<file path="src/rtl/multicycle_ctrl_if.sv">
// Shared memory-port handshake between the control FSM and memory.
// The master issues requests; the slave answers with a done strobe.
interface multicycle_ctrl_if;
  logic mem_req;
  logic mem_we;
  logic mem_ack;

  modport master (
    output mem_req,
    output mem_we,
    input  mem_ack
  );

  modport slave (
    input  mem_req,
    input  mem_we,
    output mem_ack
  );
endinterface

</file>
<file path="src/rtl/multicycle_ctrl.sv">
// RV32I multicycle main control FSM over one shared memory port.
// Optional ILLEGAL_TRAP_EN: unknown opcodes trap instead of acting as NOP.
module multicycle_ctrl #(
  parameter int TIMEOUT = 16
) (
  input  logic        clk,
  input  logic        rst_n,
  input  logic [31:0] i_instr,
  input  logic        i_br_taken,
  multicycle_ctrl_if.master m_mem,
  output logic        o_ir_we,
  output logic        o_pc_we,
  output logic [1:0]  o_pc_sel,
  output logic        o_alu_a_sel,
  output logic        o_alu_b_sel,
  output logic        o_alu_fn_en,
  output logic        o_addr_sel,
  output logic        o_rf_we,
  output logic [1:0]  o_wb_sel,
  output logic        o_err,
  output logic        o_illegal,
  output logic [2:0]  o_state
);

  localparam int CW = (TIMEOUT > 1) ? $clog2(TIMEOUT) : 1;
  localparam logic [CW-1:0] LAST = CW'(TIMEOUT - 1);

  typedef enum logic [2:0] {
    S_FETCH  = 3'd0,
    S_DECODE = 3'd1,
    S_EXEC   = 3'd2,
    S_MEM    = 3'd3,
    S_WB     = 3'd4,
    S_ERR    = 3'd6,
    S_TRAP   = 3'd7
  } state_t;

  state_t        r_state;
  state_t        w_nxt;
  logic [CW-1:0] r_cnt;
  logic          r_err;

  logic [6:0] w_op;
  logic w_is_op, w_is_opi, w_is_ld, w_is_st;
  logic w_is_br, w_is_jal, w_is_jalr, w_is_lui;
  logic w_is_auipc, w_is_nop, w_known;
  logic w_unused;

  assign w_op       = i_instr[6:0];
  assign w_is_op    = (w_op == 7'b0110011);
  assign w_is_opi   = (w_op == 7'b0010011);
  assign w_is_ld    = (w_op == 7'b0000011);
  assign w_is_st    = (w_op == 7'b0100011);
  assign w_is_br    = (w_op == 7'b1100011);
  assign w_is_jal   = (w_op == 7'b1101111);
  assign w_is_jalr  = (w_op == 7'b1100111);
  assign w_is_lui   = (w_op == 7'b0110111);
  assign w_is_auipc = (w_op == 7'b0010111);
  assign w_is_nop   = (w_op == 7'b0001111)
                    | (w_op == 7'b1110011);
  assign w_known    = w_is_op | w_is_opi | w_is_ld
                    | w_is_st | w_is_br | w_is_jal
                    | w_is_jalr | w_is_lui
                    | w_is_auipc | w_is_nop;
  assign w_unused   = &{1'b0, i_instr[31:7]};

  logic       w_ir_we, w_pc_we, w_a_sel, w_b_sel;
  logic       w_fn_en, w_req, w_we, w_addr_sel;
  logic       w_rf_we, w_wait;
  logic [1:0] w_pc_sel, w_wb_sel;

  always_comb begin
    w_nxt      = r_state;
    w_ir_we    = 1'b0;
    w_pc_we    = 1'b0;
    w_pc_sel   = 2'd0;
    w_a_sel    = 1'b0;
    w_b_sel    = 1'b0;
    w_fn_en    = 1'b0;
    w_req      = 1'b0;
    w_we       = 1'b0;
    w_addr_sel = 1'b0;
    w_rf_we    = 1'b0;
    w_wb_sel   = 2'd0;
    w_wait     = 1'b0;
    unique case (r_state)
      S_FETCH: begin
        w_req = 1'b1;
        if (m_mem.mem_ack) begin
          w_ir_we = 1'b1;
          w_nxt   = S_DECODE;
        end else if (r_cnt == LAST) begin
          w_nxt = S_ERR;
        end else begin
          w_wait = 1'b1;
        end
      end
      S_DECODE: begin
        if (w_is_nop) begin
          w_pc_we = 1'b1;
          w_nxt   = S_FETCH;
        end else if (!w_known) begin
`ifdef ILLEGAL_TRAP_EN
          w_nxt = S_TRAP;
`else
          w_pc_we = 1'b1;
          w_nxt   = S_FETCH;
`endif
        end else begin
          w_nxt = S_EXEC;
        end
      end
      S_EXEC: begin
        w_nxt = S_FETCH;
        unique case (1'b1)
          w_is_op, w_is_opi: begin
            w_fn_en = 1'b1;
            w_b_sel = w_is_opi;
            w_nxt   = S_WB;
          end
          w_is_ld, w_is_st: begin
            w_b_sel = 1'b1;
            w_nxt   = S_MEM;
          end
          w_is_br: begin
            w_pc_we  = 1'b1;
            w_pc_sel = i_br_taken ? 2'd1 : 2'd0;
          end
          w_is_jal: begin
            w_rf_we  = 1'b1;
            w_wb_sel = 2'd2;
            w_pc_we  = 1'b1;
            w_pc_sel = 2'd1;
          end
          w_is_jalr: begin
            w_b_sel  = 1'b1;
            w_rf_we  = 1'b1;
            w_wb_sel = 2'd2;
            w_pc_we  = 1'b1;
            w_pc_sel = 2'd2;
          end
          w_is_lui: begin
            w_rf_we  = 1'b1;
            w_wb_sel = 2'd3;
            w_pc_we  = 1'b1;
          end
          w_is_auipc: begin
            w_a_sel = 1'b1;
            w_b_sel = 1'b1;
            w_nxt   = S_WB;
          end
          default: w_nxt = S_FETCH;
        endcase
      end
      S_MEM: begin
        w_req      = 1'b1;
        w_addr_sel = 1'b1;
        w_we       = w_is_st;
        w_b_sel    = 1'b1;
        if (m_mem.mem_ack) begin
          w_pc_we = w_is_st;
          w_nxt   = w_is_st ? S_FETCH : S_WB;
        end else if (r_cnt == LAST) begin
          w_nxt = S_ERR;
        end else begin
          w_wait = 1'b1;
        end
      end
      S_WB: begin
        // ALU selects held so the WB mux sees the EXEC result
        w_fn_en  = w_is_op | w_is_opi;
        w_b_sel  = w_is_opi | w_is_ld | w_is_auipc;
        w_a_sel  = w_is_auipc;
        w_rf_we  = 1'b1;
        w_wb_sel = w_is_ld ? 2'd1 : 2'd0;
        w_pc_we  = 1'b1;
        w_nxt    = S_FETCH;
      end
      S_ERR, S_TRAP: w_nxt = r_state;
      default: w_nxt = S_FETCH;
    endcase
  end

  always_ff @(posedge clk or negedge rst_n) begin
    if (!rst_n) begin
      r_state <= S_FETCH;
      r_cnt   <= '0;
      r_err   <= 1'b0;
    end else begin
      r_state <= w_nxt;
      r_cnt   <= w_wait ? r_cnt + 1'b1 : '0;
      r_err   <= r_err | (w_nxt == S_ERR);
    end
  end

`ifdef ILLEGAL_TRAP_EN
  logic r_ill;
  always_ff @(posedge clk or negedge rst_n) begin
    if (!rst_n) r_ill <= 1'b0;
    else        r_ill <= r_ill | (w_nxt == S_TRAP);
  end
  assign o_illegal = r_ill;
`else
  assign o_illegal = 1'b0;
`endif

  // Strobes are forced low while reset is held
  assign o_ir_we        = rst_n & w_ir_we;
  assign o_pc_we        = rst_n & w_pc_we;
  assign o_pc_sel       = {2{rst_n}} & w_pc_sel;
  assign o_alu_a_sel    = rst_n & w_a_sel;
  assign o_alu_b_sel    = rst_n & w_b_sel;
  assign o_alu_fn_en    = rst_n & w_fn_en;
  assign o_addr_sel     = rst_n & w_addr_sel;
  assign o_rf_we        = rst_n & w_rf_we;
  assign o_wb_sel       = {2{rst_n}} & w_wb_sel;
  assign m_mem.mem_req  = rst_n & w_req;
  assign m_mem.mem_we   = rst_n & w_we;
  assign o_err          = r_err;
  assign o_state        = r_state;

endmodule

</file>
<file path="src/flat_wrapper.sv">
// flat-port wrapper written by rule: the top's interface ports become plain ports
module multicycle_ctrl_flat 
#(
  parameter int TIMEOUT = 16
)
  (clk, rst_n, i_instr, i_br_taken, o_ir_we, o_pc_we, o_pc_sel, o_alu_a_sel, o_alu_b_sel, o_alu_fn_en, o_addr_sel, o_rf_we, o_wb_sel, o_err, o_illegal, o_state, m_mem_mem_req, m_mem_mem_we, m_mem_mem_ack);
  multicycle_ctrl_if m_mem_i ();
  input  logic clk;
  input  logic rst_n;
  input  logic [31:0] i_instr;
  input  logic i_br_taken;
  output logic o_ir_we;
  output logic o_pc_we;
  output logic [1:0] o_pc_sel;
  output logic o_alu_a_sel;
  output logic o_alu_b_sel;
  output logic o_alu_fn_en;
  output logic o_addr_sel;
  output logic o_rf_we;
  output logic [1:0] o_wb_sel;
  output logic o_err;
  output logic o_illegal;
  output logic [2:0] o_state;
  output wire logic [$bits(m_mem_i.mem_req)-1:0] m_mem_mem_req;
  output wire logic [$bits(m_mem_i.mem_we)-1:0] m_mem_mem_we;
  input wire logic [$bits(m_mem_i.mem_ack)-1:0] m_mem_mem_ack;
  assign m_mem_mem_req = m_mem_i.mem_req;
  assign m_mem_mem_we = m_mem_i.mem_we;
  assign m_mem_i.mem_ack = m_mem_mem_ack;
  multicycle_ctrl #(.TIMEOUT(TIMEOUT)) u_core (.clk(clk), .rst_n(rst_n), .i_instr(i_instr), .i_br_taken(i_br_taken), .m_mem(m_mem_i), .o_ir_we(o_ir_we), .o_pc_we(o_pc_we), .o_pc_sel(o_pc_sel), .o_alu_a_sel(o_alu_a_sel), .o_alu_b_sel(o_alu_b_sel), .o_alu_fn_en(o_alu_fn_en), .o_addr_sel(o_addr_sel), .o_rf_we(o_rf_we), .o_wb_sel(o_wb_sel), .o_err(o_err), .o_illegal(o_illegal), .o_state(o_state));
endmodule
</file>
<file path="config.mk">
export PLATFORM = sky130hd
export DESIGN_NAME = multicycle_ctrl_flat
export DESIGN_NICKNAME = d
export VERILOG_FILES = /design/src/rtl/multicycle_ctrl_if.sv /design/src/rtl/multicycle_ctrl.sv /design/src/flat_wrapper.sv
export SDC_FILE = /design/constraint.sdc
export NUM_CORES = 1
export LEC_CHECK = 0
export BUFFER_PORTS_ARGS = -buffer_cell sky130_fd_sc_hd__buf_2
export CORE_MARGIN = 2
export CORE_UTILIZATION = 37
export DETAILED_ROUTE_END_ITERATION = 8
export PLACE_DENSITY = 0.76
export SETUP_SLACK_MARGIN = 0.1
export SLEW_MARGIN = 30
export SYNTH_ARGS = -nofsm -noshare
export SYNTH_HDL_FRONTEND = slang
export SYNTH_SLANG_ARGS = --single-unit
</file>
<file path="constraint.sdc">
create_clock -name clk -period 1.65 [get_ports clk]
set_input_delay 0.2475 -clock clk [delete_from_list [all_inputs] [get_ports clk]]
set_output_delay 0.2475 -clock clk [all_outputs]
set_load 0.01 [all_outputs]
</file>
==> impl_metrics.ini <==
[status]
status = complete, but fails checks
violations = negative setup slack

[synthesis]
avgSynthCellArea_um2 = 7.472
async_flop_share_pct = 100.0
ys_seq_area_share_pct = 25.28
ys_seq_elements = 8
yosysWarnings = 0
postSynthCellCount = 106
yosysTopAreaCellShare_pct = 25.28
synth_area_leader_cell = dfrtp_1
syn-num-nets = 143
yosys-top-cells-area = dfrtp_1 (25%), nor2_1 (5.2%), nand2b_1 (3.9%)
synth_edf_count = 0
synth_ff_type = dfrtp_1
synth_area_um2 = 792.0
synth_cell_types = 43

[cells_and_area]
num-nets-final = 200
finalNonFillerCells = 188
diodes = 0
layout_common_cells = buf_2 (25), buf_4 (25), nor2_1 (8)
syn2layout_area_growth_pct = 71.88
drive_gt1_share_pct = 55.28

[run]
cap_viol_max_count = 0

[power_and_ir_drop]
combPwrFrac_pct = 36.6
p_switching_w = 0.0001979
p_leak_nw = 0.6500
power_density_nw_per_um2 = 433.2
swShare_pct = 33.57
p_clk_share_pct = 26.1
ir_drop_uv = 575.2
p_seq_share_pct = 37.2
p_int_w = 0.0003918

[route]
route.final.wire_length_mm = 2.859
drc = 0
num_vias = 1050
first_pass_iters = 4
ant_nets = 0
drtIter0Drc = 23
post_drt_wl_per_cell_um = 15.21
viasPerCell = 5.585

[floorplan]
start_util_pct = 39.96
die_h_um = 50.27
core_area_um2 = 1982
dieArea_um2 = 2527
die_x_um = 50.27
rows = 16
ios = 54

[hold_path]
hp-class = primary input to flip-flop
hold_path_depth = 2

[grt]
grt_max_degree = 9
grtUsageTotal_pct = 22.12
grt_first_pass_wirelength_mm = 4.298
grt_antenna_before_repair = 0
grt_pass1_vias = 957
overflow = 0

[placed_design]
dp_hpwl_mm = 1.796
io_buffers = 27
gp_congestion = 0.8270
dp_cells = 172

[critical_path]
rr_worst_depth = 6
crit_path_end_kind = output port
cp_cell_sequence = buf_4, nor2_4, nand4_1, o221a_1, nor3_2, buf_2
worstPathMaxFanout = 8
crit_buf_inv = 2
worst-setup-path-type = flip-flop to output port
worstPathRequired_ns = 1.40
critical_path_cell_count = 6
cp_slowest_cell = dfrtp_1
crit_family = flip-flops
cpPeakStageDelay_ns = 0.39
worstSetupStartpointType = flip-flop
cp.arrival_ns = 1.61

[clock_tree]
cts.clk_slew.worst_paths_ns = 0.06
htree_levels = 1
cts_tree = done
insertion_delay_ns = 0.26
cts.sinks = 8
clk_path_buf_depth = 2
cts_buffers = 3
ctsRootBufferMaster = clkbuf_4

[sta]
skew_ns = 0.01029
hold_violations = 0
layout_setup_ws_ns = -0.2070
slew_violations = 0
fmax_mhz = 538.5
setup-tns-final_ns = -1.436
finalSetupViolations = 15
rsz0062_at_grt = true
post-route-period-util_pct = 112.5
fin_crit_ns = 1.857
stage by stage:
| stage | power [W] | worst slack, ns | cell area, µm² | util (%) | hold slack (ns) |
|---|---|---|---|---|---|
| after floorplan | 0.0003082 | -0.1115 | 827.0 | - | -0.04809 |
| after global placement | 0.0003718 | -0.1765 | 1090 | 54.99 | 0.08167 |
| after detailed placement | 0.0003776 | -0.1876 | 1090 | 54.99 | 0.08299 |
| after CTS | 0.0005651 | -0.1770 | 1264 | 63.76 | 0.2464 |
| after global routing | 0.0006233 | -0.2856 | 1361 | 68.69 | 0.2934 |
| final | 0.0005897 | -0.2070 | 1361 | 68.69 | 0.3017 |
power groups by stage:
stage | Combinational (W) | Sequential, W | Clock (W)
after floorplan | 0.0000901 | 0.000218 | 0
after global placement | 0.000152 | 0.000220 | 0
after detailed placement | 0.000157 | 0.000221 | 0
after CTS | 0.000190 | 0.000216 | 0.000159
after global routing | 0.000231 | 0.000221 | 0.000171
final | 0.000216 | 0.000220 | 0.000154
synth_stat cells (2+ instances only):
cell type and number:
nor2_1 11, nor2b_1 3, nor3b_1 2, and3_1 2
nor3_1 6, clkbuf_1 2, nor4_1 3, nand2_1 8
or2_2 4, a21oi_1 6, dfrtp_1 8, o21ai_0 6
inv_1 5, buf_2 2, nand4_1 2, or3_4 2
a21o_1 2, nand3_1 3, nand2b_1 5
repair_timing:
item	in CTS	in global routing
gates resized for setup	15	18
hold endpoints to repair	4	0
setup endpoints to repair	15	19
hold buffers	2	0
pin swaps	5	9
buffers inserted	9	3
metal layers:
metal / GRT usage [%] / routed length, µm / up-vias
met1: 28.68 / 1224 / 511
met2: 36.84 / 1449 / 37
li1: - / - / 492
met5: 0 / 0 / -
met3: 3.571 / 104 / 10
met4: 7.870 / 81 / 0
path summary, 6_finish.rpt:
path	start	end	slack, ns
min	m_mem_mem_ack	u_core.r_cnt[2]	0.30
max in group asynchronous	rst_n	u_core.o_state[1]	0.90
max	u_core.o_state[2]	o_pc_we	-0.21
max reg2reg	u_core.r_cnt[0]	u_core.o_err	-0.09
min in group asynchronous	rst_n	u_core.r_cnt[3]	0.43
min reg2reg	u_core.o_err	u_core.o_err	0.47
worst register-to-register path: stages (launching register included):
cell      delay (ns)
dfrtp_1         0.40
ha_1            0.20
nand3_1         0.22
a21oi_1         0.21
nor2_1          0.07
a311oi_1        0.36
a31o_1          0.20
logic make-up (layout without fill, tap and decap cells):
group / count (synthesis) / count (layout) / share of synthesized area, %
adder cells (fa/ha/maj): 1 / 1 / 1.580
AO/OA/AOI/OAI: 24 / 24 / 20.70
buffers and inverters: 11 / 66 / 6.952
other: 1 / 1 / 0.4735
XOR/XNOR: 2 / 2 / 2.212
AND/OR/NAND/NOR: 59 / 59 / 42.81
flip-flops: 8 / 8 / 25.28
sequential cells by signal, indices dropped and copies added (netlist names):
name,cells
u_core.o_err,1
u_core.r_cnt,4
u_core.o_state,3
final cells by class:
type,instances,area (µm²)
clock buffer,3,22.52
fill,149,620.6
inverter,5,18.77
multi-input combinational,87,683.2
sequential,8,202.7
tap,27,33.78
timing repair buffer,58,400.4
Power figures use the tool's default switching activity.
